File: config.mk
export PLATFORM = sky130hd
export DESIGN_NAME = fp_minmax_stream_reduce
export DESIGN_NICKNAME = d
export VERILOG_FILES = /design/src/rtl/fp_minmax_stream_reduce.sv
export SDC_FILE = /design/constraint.sdc
export NUM_CORES = 1
export LEC_CHECK = 0
export BUFFER_PORTS_ARGS = -buffer_cell sky130_fd_sc_hd__buf_2
export CAP_MARGIN = 30
export CELL_PAD_IN_SITES_DETAIL_PLACEMENT = 1
export CELL_PAD_IN_SITES_GLOBAL_PLACEMENT = 1
export CORE_MARGIN = 8
export CORE_UTILIZATION = 30
export CTS_CLUSTER_DIAMETER = 60
export DETAILED_ROUTE_END_ITERATION = 10
export GPL_TIMING_DRIVEN = 0
export PLACE_DENSITY = 0.67
export SKIP_CTS_REPAIR_TIMING = 1
export SLEW_MARGIN = 10
export SYNTH_ARGS = -nofsm -noshare
export SYNTH_HDL_FRONTEND = slang
export SYNTH_SLANG_ARGS = --single-unit
export TNS_END_PERCENT = 1
File: constraint.sdc
create_clock -name clk -period 3.46 [get_ports clk]
set_clock_uncertainty 0.05 [all_clocks]
set_input_delay 1.038 -clock clk [delete_from_list [all_inputs] [get_ports clk]]
set_output_delay 1.038 -clock clk [all_outputs]
set_load 0.02 [all_outputs]
File: src/rtl/fp_minmax_stream_reduce.sv
// fp_minmax_stream_reduce: streaming IEEE-754 min/max reducer.
// Accepts one float per cycle on a valid/ready stream framed by in_last and,
// at frame end, reports the extreme value, its position, the frame length and
// NaN/truncation flags. Floats are compared through an order-preserving
// unsigned key, so a single unsigned comparator handles sign, +/-0 and +/-Inf.
module fp_minmax_stream_reduce #(
  parameter  int DATA_WIDTH = 32,
  parameter  int EXP_WIDTH  = 8,
  parameter  int MAX_LEN    = 64,
  localparam int IDX_W      = $clog2(MAX_LEN)
) (
  input  logic                  clk,
  input  logic                  rst_n,
  input  logic                  mode,
  input  logic                  in_valid,
  output logic                  in_ready,
  input  logic [DATA_WIDTH-1:0] in_data,
  input  logic                  in_last,
  output logic                  out_valid,
  input  logic                  out_ready,
  output logic [DATA_WIDTH-1:0] out_data,
  output logic [IDX_W-1:0]      out_index,
  output logic [IDX_W:0]        out_count,
  output logic                  out_nan,
  output logic                  out_trunc
);

  localparam int MANT_W = DATA_WIDTH - 1 - EXP_WIDTH;
  localparam logic [DATA_WIDTH-1:0] SIGN_BIT = {1'b1, {(DATA_WIDTH-1){1'b0}}};
  // Canonical quiet NaN: positive sign, all-ones exponent, mantissa MSB set.
  localparam logic [DATA_WIDTH-1:0] QNAN =
    {1'b0, {EXP_WIDTH{1'b1}}, 1'b1, {(MANT_W-1){1'b0}}};
  localparam logic [IDX_W:0] LEN_MAX = (IDX_W+1)'(MAX_LEN);

  typedef enum logic {ST_ACC, ST_HOLD} state_t;

  state_t r_state, w_state_nxt;

  // Accumulator for the frame in progress.
  logic [IDX_W:0]        r_cnt;
  logic [DATA_WIDTH-1:0] r_best_key;
  logic [DATA_WIDTH-1:0] r_best_data;
  logic [IDX_W-1:0]      r_best_idx;
  logic                  r_any_valid;
  logic                  r_nan_seen;
  logic                  r_mode;

  // Result registers presented while in HOLD.
  logic [DATA_WIDTH-1:0] r_out_data;
  logic [IDX_W-1:0]      r_out_index;
  logic [IDX_W:0]        r_out_count;
  logic                  r_out_nan;
  logic                  r_out_trunc;

  logic                  w_in_xfer, w_out_xfer;
  logic                  w_is_nan;
  logic [DATA_WIDTH-1:0] w_canon, w_key;
  logic                  w_mode, w_better, w_take;
  logic [IDX_W:0]        w_cnt_nxt;
  logic                  w_hit_max, w_close;
  logic [DATA_WIDTH-1:0] w_sel_data, w_sel_key;
  logic [IDX_W-1:0]      w_sel_idx;
  logic                  w_sel_valid;

  assign w_in_xfer  = in_valid && in_ready;
  assign w_out_xfer = out_valid && out_ready;

  // NaN: exponent all ones with a non-zero mantissa (Inf is not a NaN).
  assign w_is_nan = (&in_data[DATA_WIDTH-2 -: EXP_WIDTH]) && (|in_data[MANT_W-1:0]);

  // Order-preserving key: -0 folds onto +0 so the two compare equal; negatives
  // are inverted, non-negatives get the MSB set, then unsigned compare works.
  assign w_canon = (in_data == SIGN_BIT) ? '0 : in_data;
  assign w_key   = w_canon[DATA_WIDTH-1] ? ~w_canon : (w_canon | SIGN_BIT);

  // Mode is taken live on the first element and frozen for the rest of the frame.
  assign w_mode   = (r_cnt == '0) ? mode : r_mode;
  assign w_better = w_mode ? (w_key > r_best_key) : (w_key < r_best_key);
  // Strict compare keeps the earlier index on ties; NaNs are never selected.
  assign w_take   = !w_is_nan && (!r_any_valid || w_better);

  assign w_cnt_nxt   = r_cnt + 1'b1;
  assign w_hit_max   = (w_cnt_nxt == LEN_MAX);
  assign w_close     = w_in_xfer && (in_last || w_hit_max);
  assign w_sel_data  = w_take ? in_data : r_best_data;
  assign w_sel_key   = w_take ? w_key : r_best_key;
  assign w_sel_idx   = w_take ? r_cnt[IDX_W-1:0] : r_best_idx;
  assign w_sel_valid = r_any_valid || !w_is_nan;

  // State register; reset abandons any partial frame or pending result.
  always_ff @(posedge clk or negedge rst_n) begin
    // NOTE: sequential state uses non-blocking assignments so every register
    // samples pre-edge values regardless of block ordering.
    if (!rst_n) r_state <= ST_ACC;
    else        r_state <= w_state_nxt;
  end

  // Next-state and handshake outputs.
  always_comb begin
    // NOTE: every output of this block gets a default first so no path leaves
    // a value unassigned, which would otherwise infer a latch.
    w_state_nxt = r_state;
    in_ready    = 1'b0;
    out_valid   = 1'b0;
    unique case (r_state)
      ST_ACC: begin
        in_ready = 1'b1;
        if (w_close) w_state_nxt = ST_HOLD;
      end
      ST_HOLD: begin
        out_valid = 1'b1;
        if (w_out_xfer) w_state_nxt = ST_ACC;
      end
      default: w_state_nxt = ST_ACC;
    endcase
  end

  // Accumulator: update on each accepted element, clear once the result leaves.
  always_ff @(posedge clk or negedge rst_n) begin
    // NOTE: these are a handful of flops, not a memory array, so all of them
    // get an async reset and an empty accumulator is guaranteed after reset.
    if (!rst_n) begin
      r_cnt       <= '0;
      r_best_key  <= '0;
      r_best_data <= '0;
      r_best_idx  <= '0;
      r_any_valid <= 1'b0;
      r_nan_seen  <= 1'b0;
      r_mode      <= 1'b0;
    end else if (w_out_xfer) begin
      r_cnt       <= '0;
      r_best_key  <= '0;
      r_best_data <= '0;
      r_best_idx  <= '0;
      r_any_valid <= 1'b0;
      r_nan_seen  <= 1'b0;
    end else if (w_in_xfer) begin
      r_cnt       <= w_cnt_nxt;
      r_best_key  <= w_sel_key;
      r_best_data <= w_sel_data;
      r_best_idx  <= w_sel_idx;
      r_any_valid <= w_sel_valid;
      r_nan_seen  <= r_nan_seen | w_is_nan;
      r_mode      <= w_mode;
    end
  end

  // Result capture on the closing element; held stable through HOLD.
  always_ff @(posedge clk or negedge rst_n) begin
    if (!rst_n) begin
      r_out_data  <= '0;
      r_out_index <= '0;
      r_out_count <= '0;
      r_out_nan   <= 1'b0;
      r_out_trunc <= 1'b0;
    end else if (w_close) begin
      r_out_data  <= w_sel_valid ? w_sel_data : QNAN;
      r_out_index <= w_sel_valid ? w_sel_idx : '0;
      r_out_count <= w_cnt_nxt;
      r_out_nan   <= r_nan_seen | w_is_nan;
      r_out_trunc <= w_hit_max && !in_last;
    end
  end

  assign out_data  = r_out_data;
  assign out_index = r_out_index;
  assign out_count = r_out_count;
  assign out_nan   = r_out_nan;
  assign out_trunc = r_out_trunc;

endmodule

# Word level (Yosys, flattened, before mapping)
# Cells that the tools add are included.
[word_totals]
regBits = 128
out_inout_bits = 49
word_cells = 67
in_bits = 38
[classes]
bitwise = 4
muxes = 26
n_reduce_logical = 19
n_eq_ne = 2
order_cmp = 2
addsub = 1
[ops]
columns = ["cell", "n"]
rows = [
  ["$mux W32", 9],
  ["$eq A32 B32 Y1 const B", 1],
  ["$gt A32 B32 Y1", 1],
  ["$lt A32 B32 Y1", 1],
  ["$not A32 Y32", 1],
  ["$mux W6", 4],
  ["$reduce_or A23 Y1", 1],
  ["$mux W7", 2],
  ["$mux W1", 10],
  ["$reduce_and A8 Y1", 1],
  ["$add A7 B1 Y7 const B", 1],
  ["$eq A7 B7 Y1 const B", 1],
  ["$logic_not A7 Y1", 1],
  ["$logic_and A1 B1 Y1", 6],
  ["$reduce_and A2 Y1", 2],
  ["$reduce_bool A2 Y1", 2],
  ["$logic_not A1 Y1", 3],
  ["$logic_or A1 B1 Y1", 3],
  ["$not A1 Y1", 2],
  ["$pmux W1 S2", 1],
  ["$or A1 B1 Y1", 1],
]

# Depth between registers and ports, before layout
# Gate-level depths: netlist of run 1.
[logic_depth]
word_depth = 11
ltp_mapped = 18
depth_no_buf = 14

# Worst setup path after synthesis of run 1
# Ideal clock, no wire load.
[synth_timing]
kind = "input -> register"
from = "in in_data[17]"
to = "reg r_out_data[10], in the netlist out_data[10]"
cell_stages = 17
path_buffers = 3
slack_ps = -1300
arrival_ps = 4584
t_required_ps = 3284
setup_ps = 126
cell_sequence = "nor4_1 nand4_1 nor3_2 clkbuf_1 nor2_1 ha_1 nand4_1 nor4_1 nand4_1 nor4_1 a211oi_1 mux2i_1 and3_4 nor3_2 buf_6 buf_6 a221o_1"
[synth_between]
elab_chain_len = 10
elab_cells_between_ends = 15
cone_classes = "order compare (2); eq/ne (1); mux (5); bitwise (1); reduce/logical (6)"
[synth_rtl]
columns = ["element", "line", "rtl"]
rows = [
  ["start: declaration", "17", "input logic [DATA_WIDTH-1:0] in_data,"],
  ["$eq A32 B32 Y1", "73", "assign w_canon = (in_data == SIGN_BIT) ? '0 : in_data;"],
  ["$mux W32", "73", ""],
  ["$not A32 Y32", "74", "assign w_key = w_canon[DATA_WIDTH-1] ? ~w_canon : (w_canon | SIGN_BIT);"],
  ["$mux W32", "74", ""],
  ["$lt A32 B32 Y1 / $gt A32 B32 Y1 (equally long branches)", "78", "assign w_better = w_mode ? (w_key > r_best_key) : (w_key < r_best_key);"],
  ["$mux W1", "78", ""],
  ["$logic_or A1 B1 Y1", "80", "assign w_take = !w_is_nan && (!r_any_valid || w_better);"],
  ["$logic_and A1 B1 Y1", "80", ""],
  ["$mux W32", "85", "assign w_sel_data = w_take ? in_data : r_best_data;"],
  ["$mux W32 (*)", "157", "r_out_data <= w_sel_valid ? w_sel_data : QNAN;"],
  ["end signal: assignment", "157", ""],
  ["end: declaration", "49", "logic [DATA_WIDTH-1:0] r_out_data;"],
]
# Every way passes the cells marked *; elsewhere a longest branch is shown, timed or not.
# A chain may end at the register's enable or synchronous reset.

# Worst setup path after layout of run 1
[layout_timing]
from = "in in_data[2]"
to = "reg r_out_data[15], in the netlist out_data[15]"
# Same word-level chain as after synthesis.

==> summary.txt, run 1 <==
Synthesis
  • Synth cell types: 45
  • Cell taking the most area after synthesis: dfrtp_1
  • Top-count cell post-synth: dfrtp_1
  • Ranking of synthesized cells by area: dfrtp_1 47%, ha_1 6.1%, nand3_1 5.8%, nand2_1 5.1%, a221o_1 4.3%
  • Post-synth EDFFs: 0
  • Yosys top cell area share: 47.2%
  • Number of synthesized register bits: about 130
  • Synth warn: 0
  • Sequential-to-total area share from yosys stat: between 40% and 50%
  • Syn Inst Count: 727
  • Synth Cell Area: roughly 6800 µm²
  • Net Count, Synth: around 800
  • Most used DFF post-synth: dfrtp_1
  • Syn_area_per_cell: between 9 and 10 µm²
  • Ys async rst share: between 90% and 100%
  • Post-synth top cells: 128 x dfrtp_1, 93 x nand2_1, 79 x nand3_1

Placement
  • Post-Place Cells: roughly 1100
  • DP Wirelength: about 17000 µm
  • IO Port Bufs: between 80 and 90
  • Post-DP Area: roughly 7700 µm²
  • GP Congestion: about 0.77

STA
  • Minimum clock period: between 5 and 6 ns
  • Unrepaired setup endpoints after global routing: true
  • Final setup violation count: between 100 and 150
  • Crit share post-route: 145%
  • Fmax: about 200 MHz
  • Final-report hold violation count: 0
  • Worst setup slack after layout: -1.55 ns
  • Relative slew slack: ~47%
  • Worst-margin pin slew: 0.799 ns
  • Hold_ws: 0.434 ns
  • Slew Viols, Final: 0

Floorplan
  • Die area: around 28000 µm²
  • Core area: between 20000 and 25000 µm²
  • Die height: 166 µm
  • Initial Utilization: between 30 and 40%
  • Top Ports: 87
  • Row Count: 55
  • Die Wd: between 150 and 200 µm

Worst hold path
  • Worst min-delay path category: reg -> reg
  • Hold Path Cell Cnt: 2
  • Startpoint of the worst hold path: out_count[1]
  • Hold path endpoint: out_count[1]

Critical path
  • CP peak stage delay: between 0.3 and 0.4 ns
  • R2R setup slack: -0.46 ns
  • Worst EP arrival: ~5.3 ns
  • CP Launch Type: input port
  • Slowest cell on the critical path: nor4_4
  • Worst path required time: ~3.7 ns
  • CP Capture Type: flip-flop
  • Critical path fanouts, max: 10
  • Critical-path cell list: buf_2 > nor4_4 > nand4_1 > nor3_4 > buf_12 > buf_4 > nor2_1 > ha_1 > nand4_1 > nor4_4 > nand4_1 > nor4_4 > a211oi_2 > mux2i_2 > buf_4 > and3_4 > nor3_4 > buf_6 > buf_8 > a221o_1
  • Worst r2r dst: r_best_key[29]
  • Worst r2r src: r_cnt[0]
  • Critical setup path kind: in -> reg
  • Reg2Reg Depth: 15

Power
  • Clock share of power: between 20% and 30%
  • Gate power share: 43.0%
  • Pwr Density: roughly 850 nW/µm²
  • Sw frac: about two fifths
  • Net Switching: around 3 mW
  • Internal: 4.46 mW
  • Reg power frac: approximately 34%
  • Static Leak: about 4.1 nW
  • VDD IR max: ~0.36 mV

Final layout
  • Finished Layout Cells: between 1000 and 1500
  • Layout cell share with drive strength beyond 1: 23.7%
  • Final Cell Area: approximately 8800 µm²
  • Ant. Diodes: 0
  • Fin nets: slightly above 900
  • Layout area overhead: 29.8%
  • Fill cells: approximately 2600

Routing
  • Vias per cell: around 5.3
  • Vias: 6078
  • DRC: 0
  • First drt pass iteration count: 4
  • Routed Antenna Nets: 0
  • Final wirelength: 24600 µm
  • WL/cell: 21.3 µm
  • DR iter-0 viols: 397

CTS
  • CTS tree: yes
  • Worst-Skew Late Latency: 0.42 ns
  • Clk slew on worst S/H paths: approximately 0.06 ns
  • H-tree lvl count: 4
  • CTS Root Cell: clkbuf_16
  • CTS Sinks: roughly 130
  • Num CTS Buffers: 17
  • Clock buffer depth: 2

Global route
  • Initial antenna violation count: 0
  • Met1 Use GR: 22.6%
  • Largest net degree at the start of global routing: 73
  • Vias in the first global route: ~6400
  • First-pass GRT wire length: roughly 37000 µm
  • Grt met3 use: approximately 2.3%
  • GR Layer Usage met2: between 20% and 30%
  • Most Crowded Layer GR: met2
  • Remaining Overflow, GRT: 0
  • Gr usage total: 17.0%

Flow run
  • Maxcap violations: 0

Outcome
  • Run status: complete, but fails checks
  • Failing checks: negative setup slack
[power by group through the flow]
stage | sequential [mW] | clock [mW] | combinational [mW]
after floorplan | 2.70 | 0 | 1.66
after global placement | 2.52 | 0 | 2.73
after detailed placement | 2.54 | 0 | 2.82
after CTS | 2.52 | 1.75 | 2.84
after global routing | 2.61 | 1.82 | 3.53
final | 2.53 | 1.72 | 3.20
[logic make-up after synthesis]
logic type	Yosys count	share of synthesized area, %
adder cells (fa/ha/maj)	33	6.09
AND/OR/NAND/NOR	306	21.6
multiplexers	2	0.295
buffers and inverters	89	5.54
AO/OA/AOI/OAI	133	14.6
flip-flops	128	47.2
XOR/XNOR	36	4.65
[registers in the layout, indices dropped and copies added (netlist names)]
name	flops
out_nan	1
out_index	6
r_cnt	7
r_best_idx	6
r_best_key	32
out_data	32
r_any_valid	1
out_count	7
r_best_data	32
r_mode	1
out_trunc	1
r_state	1
r_nan_seen	1
[placed cells by master, fill, tap and decap left out, drive strengths merged, types with 4 or more instances in the layout]
cell,netlist,routed
buf,22,129
dfrtp,128,128
nand2,93,93
nand3,79,79
nor2,56,56
clkbuf,30,50
inv,37,40
ha,33,33
xnor2,32,32
o31ai,32,32
and2,32,32
a221o,29,29
o21ai,24,24
a21oi,19,19
nand4,11,11
nor3,11,11
a211oi,10,10
nor4,8,8
a31oi,7,7
nor2b,5,5
nand3b,5,5
xor2,4,4
clkinvlp,0,4
[final cells by class]
cell class / count / area [µm²] / area share [%]
sequential: 128 / 3200 / 36.4
multi-input combinational: 510 / 3480 / 39.6
clock inverter: 11 / 109 / 1.24
tap: 285 / 357 / 4.05
timing repair buffer: 108 / 707 / 8.03
clock buffer: 20 / 447 / 5.07
inverter: 37 / 139 / 1.58
buffer: 51 / 357 / 4.05
[through the flow]
stage	power (mW)	setup TNS [ns]	utilization [%]	worst slack [ns]
detailed placement	5.35	-280.12	34.2	-2.77
global route	7.95	-174.87	39.2	-1.78
finish	7.45	-153.21	39.2	-1.55
CTS	7.12	-235.09	36.7	-2.35
global placement	5.25	-355.38	34.0	-2.79
floorplan	4.35	-103.03	-	-1.02
[critical path: cells and delay by family]
| family | cells | cell delay [ns] |
|---|---|---|
| simple gates | 10 | 2.24 |
| buf+inv | 6 | 0.99 |
| compound gates | 2 | 0.43 |
| fa+ha+maj | 1 | 0.31 |
| mux | 1 | 0.24 |
[per-layer routing]
layer	vias up	part of all wire [%]
met2	129	49
met3	41	3.4
met4	0	2.5
met5	-	0
met1	3097	45
li1	2811	-
[worst max-delay path by stage]
stage	start	to	slack, ns	depth (start not counted)
after floorplan	in_data[27]	out_data[10]	-1.02	17
after global routing	in_data[17]	out_data[15]	-1.78	20
after global placement	in_data[0]	r_best_data[27]	-2.79	16
after CTS	in_data[0]	r_best_data[30]	-2.35	16
final	in_data[2]	out_data[15]	-1.55	20
after detailed placement	in_data[0]	r_best_data[27]	-2.77	16
Power figures use the tool's default switching activity.
==> inputs of run 2 (changes only) <==
--- a/config.mk
+++ b/config.mk
@@ -9,6 +9,7 @@
 export CAP_MARGIN = 30
 export CELL_PAD_IN_SITES_DETAIL_PLACEMENT = 1
 export CELL_PAD_IN_SITES_GLOBAL_PLACEMENT = 1
+export CORE_ASPECT_RATIO = 0.8
 export CORE_MARGIN = 8
 export CORE_UTILIZATION = 30
 export CTS_CLUSTER_DIAMETER = 60
==> run 2 against run 1 <==
Total power grew 1.1%. Critical endpoint is now out_data[10]. Flip-flop and latch count is the same. Via count shrank 1.3%. Register-to-register slack gained 0.31 ns. Cell area grew 1.4%. Combinational power is essentially flat. The flow still finishes with violations (negative setup slack). Critical path type unchanged. First-iteration DRC count grew 2.3%. Sequential share of layout area shrank 0.48 points. Clock power grew 8%. Sequential power is essentially flat. Global-route usage shrank 0.26 points.
==> summary.txt, run 2 (synthesized netlist as in run 1, its figures left out) <==
Outcome
  • Run status: complete, but fails checks
  • Failing checks: negative setup slack

Global route
  • First-pass GRT wire length: around 36000 µm
  • Largest net degree at the start of global routing: 76
  • Gr usage total: between 15 and 20%
  • Vias in the first global route: 6264
  • Initial antenna violation count: 0
  • Remaining Overflow, GRT: 0

Critical path
  • CP peak stage delay: just over 0.4 ns
  • CP Launch Type: input port
  • Critical path fanouts, max: 6
  • R2R setup slack: -0.15 ns
  • CP Capture Type: flip-flop
  • Critical-path cell list: buf_12 > nor4_4 > nand4_1 > nor3_4 > buf_12 > buf_12 > nor2_1 > ha_1 > nand4_1 > nor4_4 > nand4_1 > nor4_2 > a211oi_2 > mux2i_4 > and3_4 > nor3_4 > buf_6 > buf_8 > a221o_1
  • Worst EP arrival: between 5 and 6 ns
  • Worst path required time: approximately 3.7 ns
  • CP Buf/Inv Count: 5
  • Slowest cell on the critical path: nor4_4
  • Top delay family on crit path: simple AND/OR/NAND/NOR gates
  • Critical setup path kind: in -> reg
  • Worst r2r dst: r_best_data[29]
  • Worst r2r src: r_cnt[0]
  • Reg2Reg Depth: 14

Placement
  • IO Port Bufs: 85
  • DP Wirelength: around 16000 µm
  • Post-DP Area: 7700 µm²
  • Place WS: -2.41 ns
  • GP Congestion: just over 0.8

Routing
  • Routed Antenna Nets: 0
  • Vias per cell: just over 5
  • Vias: 6000
  • DRC: 0
  • WL/cell: between 20 and 25 µm
  • DR iter-0 viols: roughly 410
  • Final wirelength: around 24000 µm
  • First drt pass iteration count: 5

Floorplan
  • Row Count: 49
  • Die area: between 20000 and 30000 µm²
  • Die height: roughly 150 µm
  • Core area: about 22000 µm²
  • Initial Utilization: ~30%
  • Die Wd: 184 µm
  • Top Ports: between 80 and 90

Worst hold path
  • Hold path endpoint: out_count[4]
  • Hold Path Cell Cnt: 2
  • Startpoint of the worst hold path: out_count[4]
  • Worst min-delay path category: reg -> reg

CTS
  • Clock buffer depth: 2
  • Worst-Skew Late Latency: roughly 0.42 ns
  • Clk slew on worst S/H paths: 0.06 ns
  • H-tree lvl count: 4
  • CTS tree: yes
  • CTS Root Cell: clkbuf_16
  • CTS Sinks: 128
  • Num CTS Buffers: 17

Power
  • Pwr Density: approximately 840 nW/µm²
  • VDD IR max: 0.374 mV
  • Final Power: roughly 7.5 mW
  • Static Leak: ~4.1 nW

Final layout
  • Ant. Diodes: 0
  • Most common cell after layout, fill and taps aside: dfrtp_1
  • Fin nets: a little over 900
  • Fill cells: around 2600
  • Final Cell Area: between 8000 and 9000 µm²
  • Util after Layout: approximately 40%
  • Layout area overhead: 31.6%
  • Layout cell share with drive strength beyond 1: 24.2%
  • Commonest cells after routing, fill and taps aside: 128 x dfrtp_1, 93 x nand2_1, 85 x buf_2, 78 x nand3_1, 48 x nor2_1

STA
  • Final setup violation count: between 100 and 150
  • Final-report hold violation count: 0
  • Crit share post-route: 140%
  • Fmax: 207 MHz
  • Slew Viols, Final: 0
  • Minimum clock period: just under 5 ns
  • Unrepaired setup endpoints after global routing: true
  • Worst-margin pin slew: 0.772 ns
  • Worst setup slack after layout: -1.38 ns
  • Relative slew slack: about half

Flow run
  • Maxcap violations: 0
[run 2: how the worst max path moves through the flow]
stage	start	endpoint	slack (ns)	cells after the start
2_1_floorplan	in_data[27]	out_data[10]	-1.02	17
3_3_place_gp	in_data[15]	r_best_data[11]	-2.41	16
3_5_place_dp	in_data[11]	r_best_data[16]	-2.41	16
4_1_cts	in_data[11]	r_best_data[18]	-2.03	16
5_1_grt	in_data[18]	out_data[10]	-1.48	20
6_report	in_data[18]	out_data[10]	-1.38	19
[run 2: metal layers]
layer | GRT usage (%) | share of wire [%] | vias to the layer above
met2 | 25.2 | 44 | 166
li1 | - | - | 2810
met1 | 23.9 | 49 | 2998
met4 | 4.03 | 1.2 | 0
met5 | 0 | 0 | -
met3 | 4.00 | 5.4 | 26
[run 2: final cells by class]
type	count	area, µm²	share of cell area, %
sequential	128	3200	35.9
clock buffer	24	502	5.62
timing repair buffer	110	748	8.39
clock inverter	8	103	1.15
inverter	37	139	1.56
buffer	51	337	3.77
multi-input combinational	510	3510	39.3
tap	306	383	4.29
[run 2: stage by stage]
| step | hold slack (ns) | std cells | setup TNS, ns |
|---|---|---|---|
| 3_5_place_dp | 0.412 | 1119 | -235.24 |
| 2_1_floorplan | 0.399 | 727 | -103.03 |
| 5_1_grt | 0.459 | 1174 | -150.33 |
| 3_3_place_gp | 0.413 | 1118 | -318.67 |
| 6_report | 0.426 | 1174 | -138.50 |
| 4_1_cts | 0.427 | 1151 | -192.72 |
[run 2: report_power, final]
| group | leakage, nW | switching [mW] | internal, mW |
|---|---|---|---|
| Combinational | 2.17 | 1.85 | 1.32 |
| Sequential | 1.63 | 0.386 | 2.13 |
| Clock | 0.281 | 0.698 | 1.16 |
[run 2: worst register-to-register path: stages (launching register included)]
cell      delay, ns
dfrtp_1        0.38
clkbuf_1       0.22
inv_1          0.13
ha_1           0.15
or4b_1         0.44
nor3_2         0.16
mux2i_1        0.49
and2_4         0.26
a22oi_2        0.07
a21boi_4       0.17
a311o_2        0.44
buf_6          0.19
buf_4          0.19
nand3_1        0.09
nand2_1        0.07
==> inputs of run 3 (changes only) <==
--- a/config.mk
+++ b/config.mk
@@ -16,6 +16,7 @@
 export DETAILED_ROUTE_END_ITERATION = 10
 export GPL_TIMING_DRIVEN = 0
 export PLACE_DENSITY = 0.67
+export SETUP_SLACK_MARGIN = 0.05
 export SKIP_CTS_REPAIR_TIMING = 1
 export SLEW_MARGIN = 10
 export SYNTH_ARGS = -nofsm -noshare
==> run 3 against run 2 <==
The flow still finishes with violations (negative setup slack). Hold slack about the same. Sequential share of layout area decreased by 0.19 points. Global-route usage is the same. Sequential power about the same. Die area unchanged. Total power grew 0.62%. Setup slack worse by 0.054 ns. Count of clock-buffer cells in the layout did not move. Non-clock buffer count increased by 1. Clock power barely moved. Final cell count hardly changed. Critical path type unchanged. Highest routed layer unchanged.
==> summary.txt, run 3 (synthesized netlist as in run 1, its figures left out) <==
Global route
  • Remaining Overflow, GRT: 0
  • Gr usage total: 16.8%
  • Initial antenna violation count: 0
  • Largest net degree at the start of global routing: 76
  • Vias in the first global route: approximately 6300
  • First-pass GRT wire length: between 30000 and 40000 µm

CTS
  • Num CTS Buffers: 17
  • Clk slew on worst S/H paths: roughly 0.06 ns
  • CTS tree: yes
  • H-tree lvl count: 4
  • CTS Root Cell: clkbuf_16
  • CTS Sinks: ~130
  • Worst-Skew Late Latency: roughly 0.42 ns
  • Clock buffer depth: 2

Power
  • Clock share of power: approximately a quarter
  • Sw frac: between 30% and 40%
  • Reg power frac: between 30% and 40%
  • Internal: around 4.6 mW
  • Net Switching: approximately 3 mW
  • Gate power share: 42.4%
  • Pwr Density: roughly 850 nW/µm²
  • VDD IR max: 0.369 mV
  • Static Leak: a little over 4 nW

Floorplan
  • Die Wd: around 180 µm
  • Die area: around 28000 µm²
  • Top Ports: 87
  • Core area: about 22000 µm²
  • Row Count: 49
  • Initial Utilization: 30.4%
  • Die height: around 150 µm

Routing
  • First drt pass iteration count: 5
  • Vias per cell: 5.15
  • Routed wl met3: 1280 µm
  • Met1 WL: around 12000 µm
  • WL/cell: roughly 20 µm
  • Vias: between 6000 and 7000
  • DR iter-0 viols: 404
  • Top layer reached by signal wires: met4
  • Routed Antenna Nets: 0
  • Final wirelength: approximately 24000 µm
  • DRC: 0
  • Met2 Routed Length: between 10000 and 15000 µm

Flow run
  • Maxcap violations: 0

STA
  • Relative slew slack: between 40% and 50%
  • Crit share post-route: 141%
  • Unrepaired setup endpoints after global routing: true
  • Final-report hold violation count: 0
  • Fmax: between 200 and 250 MHz
  • Slew Viols, Final: 0
  • Final setup violation count: ~110
  • Hold_ws: 0.426 ns
  • Worst-margin pin slew: 0.771 ns
  • Worst setup slack after layout: -1.44 ns
  • Minimum clock period: between 4 and 5 ns

Critical path
  • Worst path most repeated cell: buf_12
  • CP Capture Type: flip-flop
  • CP Buf/Inv Count: 6
  • Worst path required time: 3.70 ns
  • CP Launch Type: input port
  • Slowest cell on the critical path: a221o_1
  • CP peak stage delay: about 0.36 ns
  • Worst EP arrival: 5.14 ns
  • Critical setup path kind: in -> reg
  • Critical path fanouts, max: 6
  • Critical-path cell list: buf_12 > nor4_4 > nand4_1 > nor3_4 > buf_12 > buf_12 > buf_12 > nor2_4 > ha_4 > nand4_1 > nor4_4 > nand4_1 > nor4_2 > a211oi_2 > mux2i_4 > and3_4 > nor3_4 > buf_6 > buf_8 > a221o_1
  • Top delay family on crit path: simple AND/OR/NAND/NOR gates

Final layout
  • Commonest cells after routing, fill and taps aside: 128 x dfrtp_1, 93 x nand2_1, 83 x buf_2, 78 x nand3_1, 48 x nor2_1
  • Most common cell after layout, fill and taps aside: dfrtp_1
  • Layout area overhead: 32.3%
  • Layout cell share with drive strength beyond 1: roughly 25%
  • Finished Layout Cells: 1175
  • Ant. Diodes: 0
  • Final Cell Area: 8970 µm²
  • Fin nets: ~900
  • Util after Layout: between 40% and 50%

Outcome
  • Failing checks: negative setup slack
  • Run status: complete, but fails checks

Placement
  • Post-Place Cells: 1119
  • DP Wirelength: about 16000 µm
  • GP Congestion: about 0.80
  • Post-DP Area: roughly 7700 µm²
  • IO Port Bufs: 85

Worst hold path
  • Worst min-delay path category: reg -> reg
-- run 3: power by group through the flow --
stage	logic, mW	registers [mW]	clock network [mW]
2_1_floorplan	1.66	2.70	0
3_3_place_gp	2.70	2.50	0
3_5_place_dp	2.79	2.52	0
4_1_cts	2.82	2.51	1.89
5_1_grt	3.53	2.59	1.95
6_report	3.21	2.52	1.85
-- run 3: final cells by class --
| cell class | count | area (µm²) |
|---|---|---|
| Fill cell | 2599 | 13300 |
| Multi-Input combinational cell | 510 | 3520 |
| Sequential cell | 128 | 3200 |
| Timing Repair Buffer | 110 | 748 |
| Clock buffer | 24 | 502 |
| Tap cell | 306 | 383 |
| Buffer | 52 | 368 |
| Inverter | 37 | 139 |
| Clock inverter | 8 | 103 |
-- run 3: path summary, 6_finish.rpt --
path	from	depth (start not counted)	end	slack, ns
setup / recovery	in_data[18]	20	out_data[10]	-1.44
hold / removal	out_count[4]	2	out_count[4]	0.43
setup reg to reg	r_cnt[0]	15	r_best_key[11]	-0.14
hold reg to reg	out_count[4]	2	out_count[4]	0.43
max in group asynchronous	rst_n	2	r_best_data[17]	2.01
min in group asynchronous	rst_n	1	out_data[13]	0.61
-- run 3: layer usage --
layer,global-route usage [%],up-vias
met4,4.03,0
met3,4.00,26
met1,23.9,3027
met2,25.2,175
li1,-,2822
met5,0,-
-- run 3: worst register-to-register path, stage by stage, from the launching register on --
cell      delay, ns
dfrtp_1        0.38
clkbuf_1       0.22
inv_1          0.13
ha_1           0.15
or4b_1         0.44
nor3_2         0.16
mux2i_1        0.48
and2_4         0.26
a22oi_2        0.07
a21boi_4       0.17
a311o_1        0.34
buf_6          0.14
buf_8          0.15
buf_6          0.15
nand3_1        0.08
o31ai_1        0.08
-- run 3: stage by stage --
step,power [mW],setup TNS (ns),worst slack [ns]
detailed placement,5.31,-235.24,-2.41
floorplan,4.35,-103.03,-1.02
global placement,5.20,-318.67,-2.41
CTS,7.22,-192.72,-2.03
global route,8.07,-154.76,-1.52
finish,7.58,-143.88,-1.44
